--- config.mk ---
export PLATFORM = sky130hd
export DESIGN_NAME = adc_spi_reader
export DESIGN_NICKNAME = d
export VERILOG_FILES = /design/src/rtl/adc_spi_pkg.sv /design/src/rtl/adc_spi_shifter.sv /design/src/rtl/adc_spi_reader.sv
export SDC_FILE = /design/constraint.sdc
export NUM_CORES = 1
export LEC_CHECK = 0
export CORE_MARGIN = 5
export CORE_UTILIZATION = 50
export CTS_CLUSTER_SIZE = 24
export DETAILED_ROUTE_END_ITERATION = 16
export PLACE_DENSITY = 0.74
export SLEW_MARGIN = 40
export SYNTH_ARGS = -nofsm -noshare
export SYNTH_HDL_FRONTEND = slang
export SYNTH_SLANG_ARGS = --single-unit
--- constraint.sdc ---
create_clock -name aclk -period 2.45 [get_ports aclk]
set_input_delay 0.49 -clock aclk [delete_from_list [all_inputs] [get_ports aclk]]
set_output_delay 0.49 -clock aclk [all_outputs]
set_load 0.05 [all_outputs]
--- src/rtl/adc_spi_pkg.sv ---
// Shared types and constants for the SAR ADC conversion/readout engine.
package adc_spi_pkg;

  localparam int STREAM_WIDTH = 32;
  localparam int SYNC_DEPTH   = 2;

  typedef enum logic [2:0] {
    ST_IDLE,
    ST_CONV,
    ST_WAIT_BUSY,
    ST_READ,
    ST_OUT
  } state_t;

endpackage

--- src/rtl/adc_spi_shifter.sv ---
// SCK generator and MSB-first shift register for one ADC readout.
// Bits are captured on the edge that ends each SCK high phase.
module adc_spi_shifter #(
  parameter int DATA_WIDTH = 18,
  parameter int SCK_HALF   = 2
) (
  input  logic                  aclk,
  input  logic                  aresetn,
  input  logic                  start,
  input  logic                  sdo,
  output logic                  sck,
  output logic                  done,
  output logic [DATA_WIDTH-1:0] data
);

  localparam int HW = (SCK_HALF > 1) ? $clog2(SCK_HALF) : 1;
  localparam int BW = $clog2(DATA_WIDTH);

  logic          active;
  logic [HW-1:0] half_cnt;
  logic [BW-1:0] bit_cnt;
  logic          half_end;

  assign half_end = (half_cnt == HW'(SCK_HALF - 1));

  // Low half first, then high half; the falling edge samples sdo.
  always_ff @(posedge aclk or negedge aresetn) begin
    if (!aresetn) begin
      active   <= 1'b0;
      half_cnt <= '0;
      bit_cnt  <= '0;
      sck      <= 1'b0;
      done     <= 1'b0;
      data     <= '0;
    end else begin
      done <= 1'b0;
      if (start) begin
        active   <= 1'b1;
        half_cnt <= '0;
        bit_cnt  <= '0;
        sck      <= 1'b0;
      end else if (active) begin
        if (half_end) begin
          half_cnt <= '0;
          sck      <= ~sck;
          if (sck) begin
            data <= {data[DATA_WIDTH-2:0], sdo};
            if (bit_cnt == BW'(DATA_WIDTH - 1)) begin
              active <= 1'b0;
              done   <= 1'b1;
            end else begin
              bit_cnt <= bit_cnt + 1'b1;
            end
          end
        end else begin
          half_cnt <= half_cnt + 1'b1;
        end
      end
    end
  end

endmodule

--- src/rtl/adc_spi_reader.sv ---
// Conversion-and-readout engine for a CNV/BUSY/SCK/SDO SAR ADC feeding an AXI4-Stream master.
// Optional: define ADC_SPI_READER_OVERRUN_CNT_EN to add the dropped-trigger counter overrun_count.
module adc_spi_reader
  import adc_spi_pkg::*;
#(
  parameter int DATA_WIDTH   = 18,
  parameter int SCK_HALF     = 2,
  parameter int CNV_CYCLES   = 4,
  parameter int BUSY_TIMEOUT = 1024
) (
  input  logic                    aclk,
  input  logic                    aresetn,
  input  logic                    trigger,
  output logic                    cnv,
  input  logic                    busy,
  output logic                    sck,
  input  logic                    sdo,
  output logic [STREAM_WIDTH-1:0] m_axis_tdata,
  output logic                    m_axis_tvalid,
  input  logic                    m_axis_tready,
  output logic                    timeout
`ifdef ADC_SPI_READER_OVERRUN_CNT_EN
  ,
  output logic [15:0]             overrun_count
`endif
);

  localparam int CNT_MAX = (BUSY_TIMEOUT > CNV_CYCLES) ? BUSY_TIMEOUT : CNV_CYCLES;
  localparam int CW      = $clog2(CNT_MAX + 1);

  state_t                  state, state_n;
  logic [CW-1:0]           cnt, cnt_n;
  logic                    cnv_n, tvalid_n, timeout_n;
  logic [STREAM_WIDTH-1:0] tdata_n;
  logic [SYNC_DEPTH-1:0]   busy_sync;
  logic                    busy_s;
  logic                    shift_start, shift_done;
  logic [DATA_WIDTH-1:0]   shift_data;

  always_ff @(posedge aclk or negedge aresetn) begin
    if (!aresetn) busy_sync <= '0;
    else          busy_sync <= {busy_sync[SYNC_DEPTH-2:0], busy};
  end

  assign busy_s = busy_sync[SYNC_DEPTH-1];

  adc_spi_shifter #(
    .DATA_WIDTH (DATA_WIDTH),
    .SCK_HALF   (SCK_HALF)
  ) u_shifter (
    .aclk    (aclk),
    .aresetn (aresetn),
    .start   (shift_start),
    .sdo     (sdo),
    .sck     (sck),
    .done    (shift_done),
    .data    (shift_data)
  );

  always_ff @(posedge aclk or negedge aresetn) begin
    if (!aresetn) begin
      state         <= ST_IDLE;
      cnt           <= '0;
      cnv           <= 1'b0;
      m_axis_tvalid <= 1'b0;
      m_axis_tdata  <= '0;
      timeout       <= 1'b0;
    end else begin
      state         <= state_n;
      cnt           <= cnt_n;
      cnv           <= cnv_n;
      m_axis_tvalid <= tvalid_n;
      m_axis_tdata  <= tdata_n;
      timeout       <= timeout_n;
    end
  end

  // One counter serves both the CNV pulse width and the BUSY wait.
  always_comb begin
    state_n     = state;
    cnt_n       = cnt;
    cnv_n       = cnv;
    tvalid_n    = m_axis_tvalid;
    tdata_n     = m_axis_tdata;
    timeout_n   = timeout;
    shift_start = 1'b0;
    case (state)
      ST_IDLE: begin
        if (trigger) begin
          state_n = ST_CONV;
          cnv_n   = 1'b1;
          cnt_n   = '0;
        end
      end
      ST_CONV: begin
        if (cnt == CW'(CNV_CYCLES - 1)) begin
          state_n = ST_WAIT_BUSY;
          cnv_n   = 1'b0;
          cnt_n   = '0;
        end else begin
          cnt_n = cnt + 1'b1;
        end
      end
      ST_WAIT_BUSY: begin
        if (!busy_s) begin
          state_n     = ST_READ;
          shift_start = 1'b1;
        end else if (cnt == CW'(BUSY_TIMEOUT - 1)) begin
          state_n   = ST_IDLE;
          timeout_n = 1'b1;
          cnt_n     = '0;
        end else begin
          cnt_n = cnt + 1'b1;
        end
      end
      ST_READ: begin
        if (shift_done) begin
          state_n  = ST_OUT;
          tvalid_n = 1'b1;
          tdata_n  = STREAM_WIDTH'($signed(shift_data));
        end
      end
      ST_OUT: begin
        if (m_axis_tready) begin
          state_n  = ST_IDLE;
          tvalid_n = 1'b0;
        end
      end
      default: state_n = ST_IDLE;
    endcase
  end

`ifdef ADC_SPI_READER_OVERRUN_CNT_EN
  always_ff @(posedge aclk or negedge aresetn) begin
    if (!aresetn)
      overrun_count <= '0;
    else if (trigger && (state != ST_IDLE) && (overrun_count != 16'hFFFF))
      overrun_count <= overrun_count + 16'd1;
  end
`endif

endmodule

==> flow_summary_export.csv <==
group,metric,value,unit
sta,slew_violations,0,
pwr,p_comb_frac,0.281,
floorplanning,die_area,0.007415,mm^2
clocking,numCtsBuffers,9,
route,wl_met1,2.424,mm
synthesis,syn_area_per_cell,11.92,um^2
grt,grt_start_max_net_pins,31,
grt,antenna_found_initial,0,
final_layout,syn_to_final_growth,22.46,%
critical_path,cp_top_family,"buffers and inverters",
synthesis,ys_types,40,
sta,worst_pin_slew,0.6630,ns
critical_path,cp.arrival,1.83,ns
synthesis,syn-instance-count,243,
synthesis,syn_area,0.002897,mm^2
clocking,cts_tree,"built",
clocking,path_clk_slew,0.07,ns
route,top_layer_used,"met4",
route,drt_iter0_markers,90,
sta,setup_tns,0,ns
pwr,switching_share,0.3245,
grt,grtUsageTotal,0.1615,
clocking,root_buffer,"clkbuf_8",
critical_path,path_class,"flop to output port",
route,routed_wl,5.336,mm
clocking,clock_sinks,64,
synthesis,yosys_warnings,0,
route,antenna_left,0,
clocking,ctsHtreeMaxLevel,3,
critical_path,crit_chain,"clkdlybuf4s50_1",
sta,worst_slew_margin_rel,0.5580,
final_layout,nNetsFinal,291,
critical_path,crit_fanout,16,
grt,grt_pass1_vias,2026,
pwr,p_per_area,930.6,mW/mm^2
route,wl_per_cell,14.86,um
route,vias,1931,
critical_path,max_stage_delay,0.90,ns
route,drt_first_pass_iters,4,
sta,clock_skew,0.01033,ns
synthesis,syn_nets,252,
critical_path,path_buf_inv,1,
final_layout,drive_above_1_share,0.2369,
placement,hpwlAfterDp,3.673,mm
placement,io_buffers,41,
sta,timing.hold.ws,0.1798,ns
critical_path,critPathLaunchType,"flop",
sta,period_needed,2.323,ns
sta,finalHoldViolCount,0,
critical_path,ff2ff_setup_slack,0.36,ns
pwr,intPower,2.230,mW
job,max-cap-violations,0,
min_path,hp-class,"input port to async pin",
grt,overflow,0,
clocking,postCtsResizedCells,0,
critical_path,cpMaxStageDelayCell,"clkdlybuf4s50_1",
floorplanning,row_count,27,
floorplanning,die_y,86.11,um
pwr,clock_power_share,0.304,
outcome,outcome,"completed",
final_layout,diodes,0,
sta,rsz0062_at_grt,"false",
clocking,postCtsHoldBufs,0,
floorplanning,start_util,0.5196,
synthesis,ys_seq_elements,64,
critical_path,required,1.96,ns
critical_path,end_kind,"output port",
synthesis,yosysSeqAreaShare,0.5529,
clocking,clk_latency,0.34,ns
pwr,ir_drop,519.5,uV
clocking,clock_tree.buffer_depth,2,
sta,finalSetupViolCount,0,
sta,fmax,430.5,MHz
pwr,power.leakage,1.601,nW
placement,gp_congestion,0.9024,
pwr,pwr-share-seq,0.414,
grt,grt_pass1_wl,9.487,mm
pwr,p_switching,1.071,mW
route,drcViolationCount,0,
clocking,cts_setup_buffers,0,
route,wl_met2,2.582,mm
floorplanning,io_pins,42,
floorplanning,core,0.005574,mm^2
route,via_per_inst,5.379,
sta,min_period_over_period,0.9481,
floorplanning,fp.dieW,86.11,um
route,dr_wl_met3,212,um
sequential cells by signal, summed over array words and instances (netlist names):
| register | count |
|---|---|
| busy_sync | 2 |
| cnt | 11 |
| cnv | 1 |
| m_axis_tdata | 18 |
| m_axis_tvalid | 1 |
| state | 3 |
| timeout | 1 |
| u_shifter.active | 1 |
| u_shifter.bit_cnt | 5 |
| u_shifter.data | 18 |
| u_shifter.done | 1 |
| u_shifter.half_cnt | 1 |
| u_shifter.sck | 1 |
metrics by stage:
step                      cells  power (mW)  setup WS [ns]    util  cell area (um^2)
after floorplan             243       2.057         0.4917       -              2897
after global placement      343       2.286         0.3832  0.5957              3321
after detailed placement    343       2.317         0.3597  0.5966              3326
after CTS                   359       3.338        0.09539  0.6364              3547
after global routing        359       3.504        0.02910  0.6364              3547
final                       359       3.301         0.1273  0.6364              3547
cell usage after synthesis, drive strengths merged:
cell    instances  area share
dfrtp          64        0.55
mux2           37        0.14
nor2           20       0.029
buf            17       0.043
nand2          14       0.018
o21ai          12       0.021
a21oi          10       0.021
nand3           8       0.014
nand4           6       0.015
nor2b           6       0.014
nor3            6       0.010
a22o            5       0.015
xor2            5       0.015
a311oi          3      0.0091
clkbuf          3      0.0039
ha              3       0.013
xnor2           3      0.0091
a31oi           2      0.0043
inv             2      0.0026
nand3b          2      0.0052
nor4            2      0.0043
a211o           1      0.0030
a211oi          1      0.0026
a22oi           1      0.0026
a41o            1      0.0035
and2b           1      0.0026
and3            1      0.0022
mux2i           1      0.0035
nand2b          1      0.0022
o21bai          1      0.0026
o41ai           1      0.0030
or2             1      0.0022
or3b            1      0.0030
or4             1      0.0039
routing by layer:
layer / vias to the layer above / global-route usage
met2: 38 / 0.2523
met1: 949 / 0.2059
li1: 933 / -
met5: - / 0
met3: 11 / 0.04803
met4: 0 / 0.07482
power by group through the flow:
| stage | combinational, mW | sequential, mW | clock [mW] |
|---|---|---|---|
| floorplan | 0.677 | 1.38 | 0 |
| global placement | 0.906 | 1.38 | 0 |
| detailed placement | 0.929 | 1.39 | 0 |
| CTS | 0.939 | 1.37 | 1.03 |
| global route | 1.04 | 1.40 | 1.07 |
| finish | 0.929 | 1.37 | 1.00 |
path summary, 6_finish.rpt:
check | start | end | cells past startpoint
setup / recovery | m_axis_tdata[17] | m_axis_tdata[21] | 1
hold / removal | aresetn | u_shifter.bit_cnt[2] | 1
setup reg to reg | cnt[1] | cnt[0] | 6
hold reg to reg | busy_sync[0] | busy_sync[1] | 0
max in group asynchronous | aresetn | m_axis_tdata[11] | 2
min in group aclk | busy_sync[0] | busy_sync[1] | 0
cells by family after synthesis:
logic type / synth area share
compound gates: 0.08769
mux: 0.1473
fa+ha+maj: 0.01296
flops: 0.5529
xor+xnor: 0.02419
simple gates: 0.1253
buf+inv: 0.04968
placed cells by master, fill, tap and decap left out, types with 2 or more instances in the layout:
master,count
buf_4,6
a22o_1,5
a31oi_1,2
a21oi_1,9
xnor2_1,3
o21ai_0,10
nand3b_1,2
a311oi_1,3
bufinv_16,2
nand3_1,8
ha_1,3
nor3_1,6
nor2_1,17
nor2_2,2
clkinvlp_4,2
nand4_1,5
xor2_1,5
o21ai_1,2
nor4_1,2
dfrtp_1,64
clkdlybuf4s50_1,40
nor2b_1,5
nand2_1,14
clkbuf_8,10
inv_1,2
mux2_2,37
layout make-up:
class	instances	area [um^2]
Sequential cell	64	1602
Multi-Input combinational cell	157	1156
Clock inverter	5	80.08
Clock buffer	11	141.4
Inverter	2	7.507
Timing Repair Buffer	48	470.5
Fill cell	462	2027
Tap cell	72	90.09
Power figures use the tool's default switching activity.
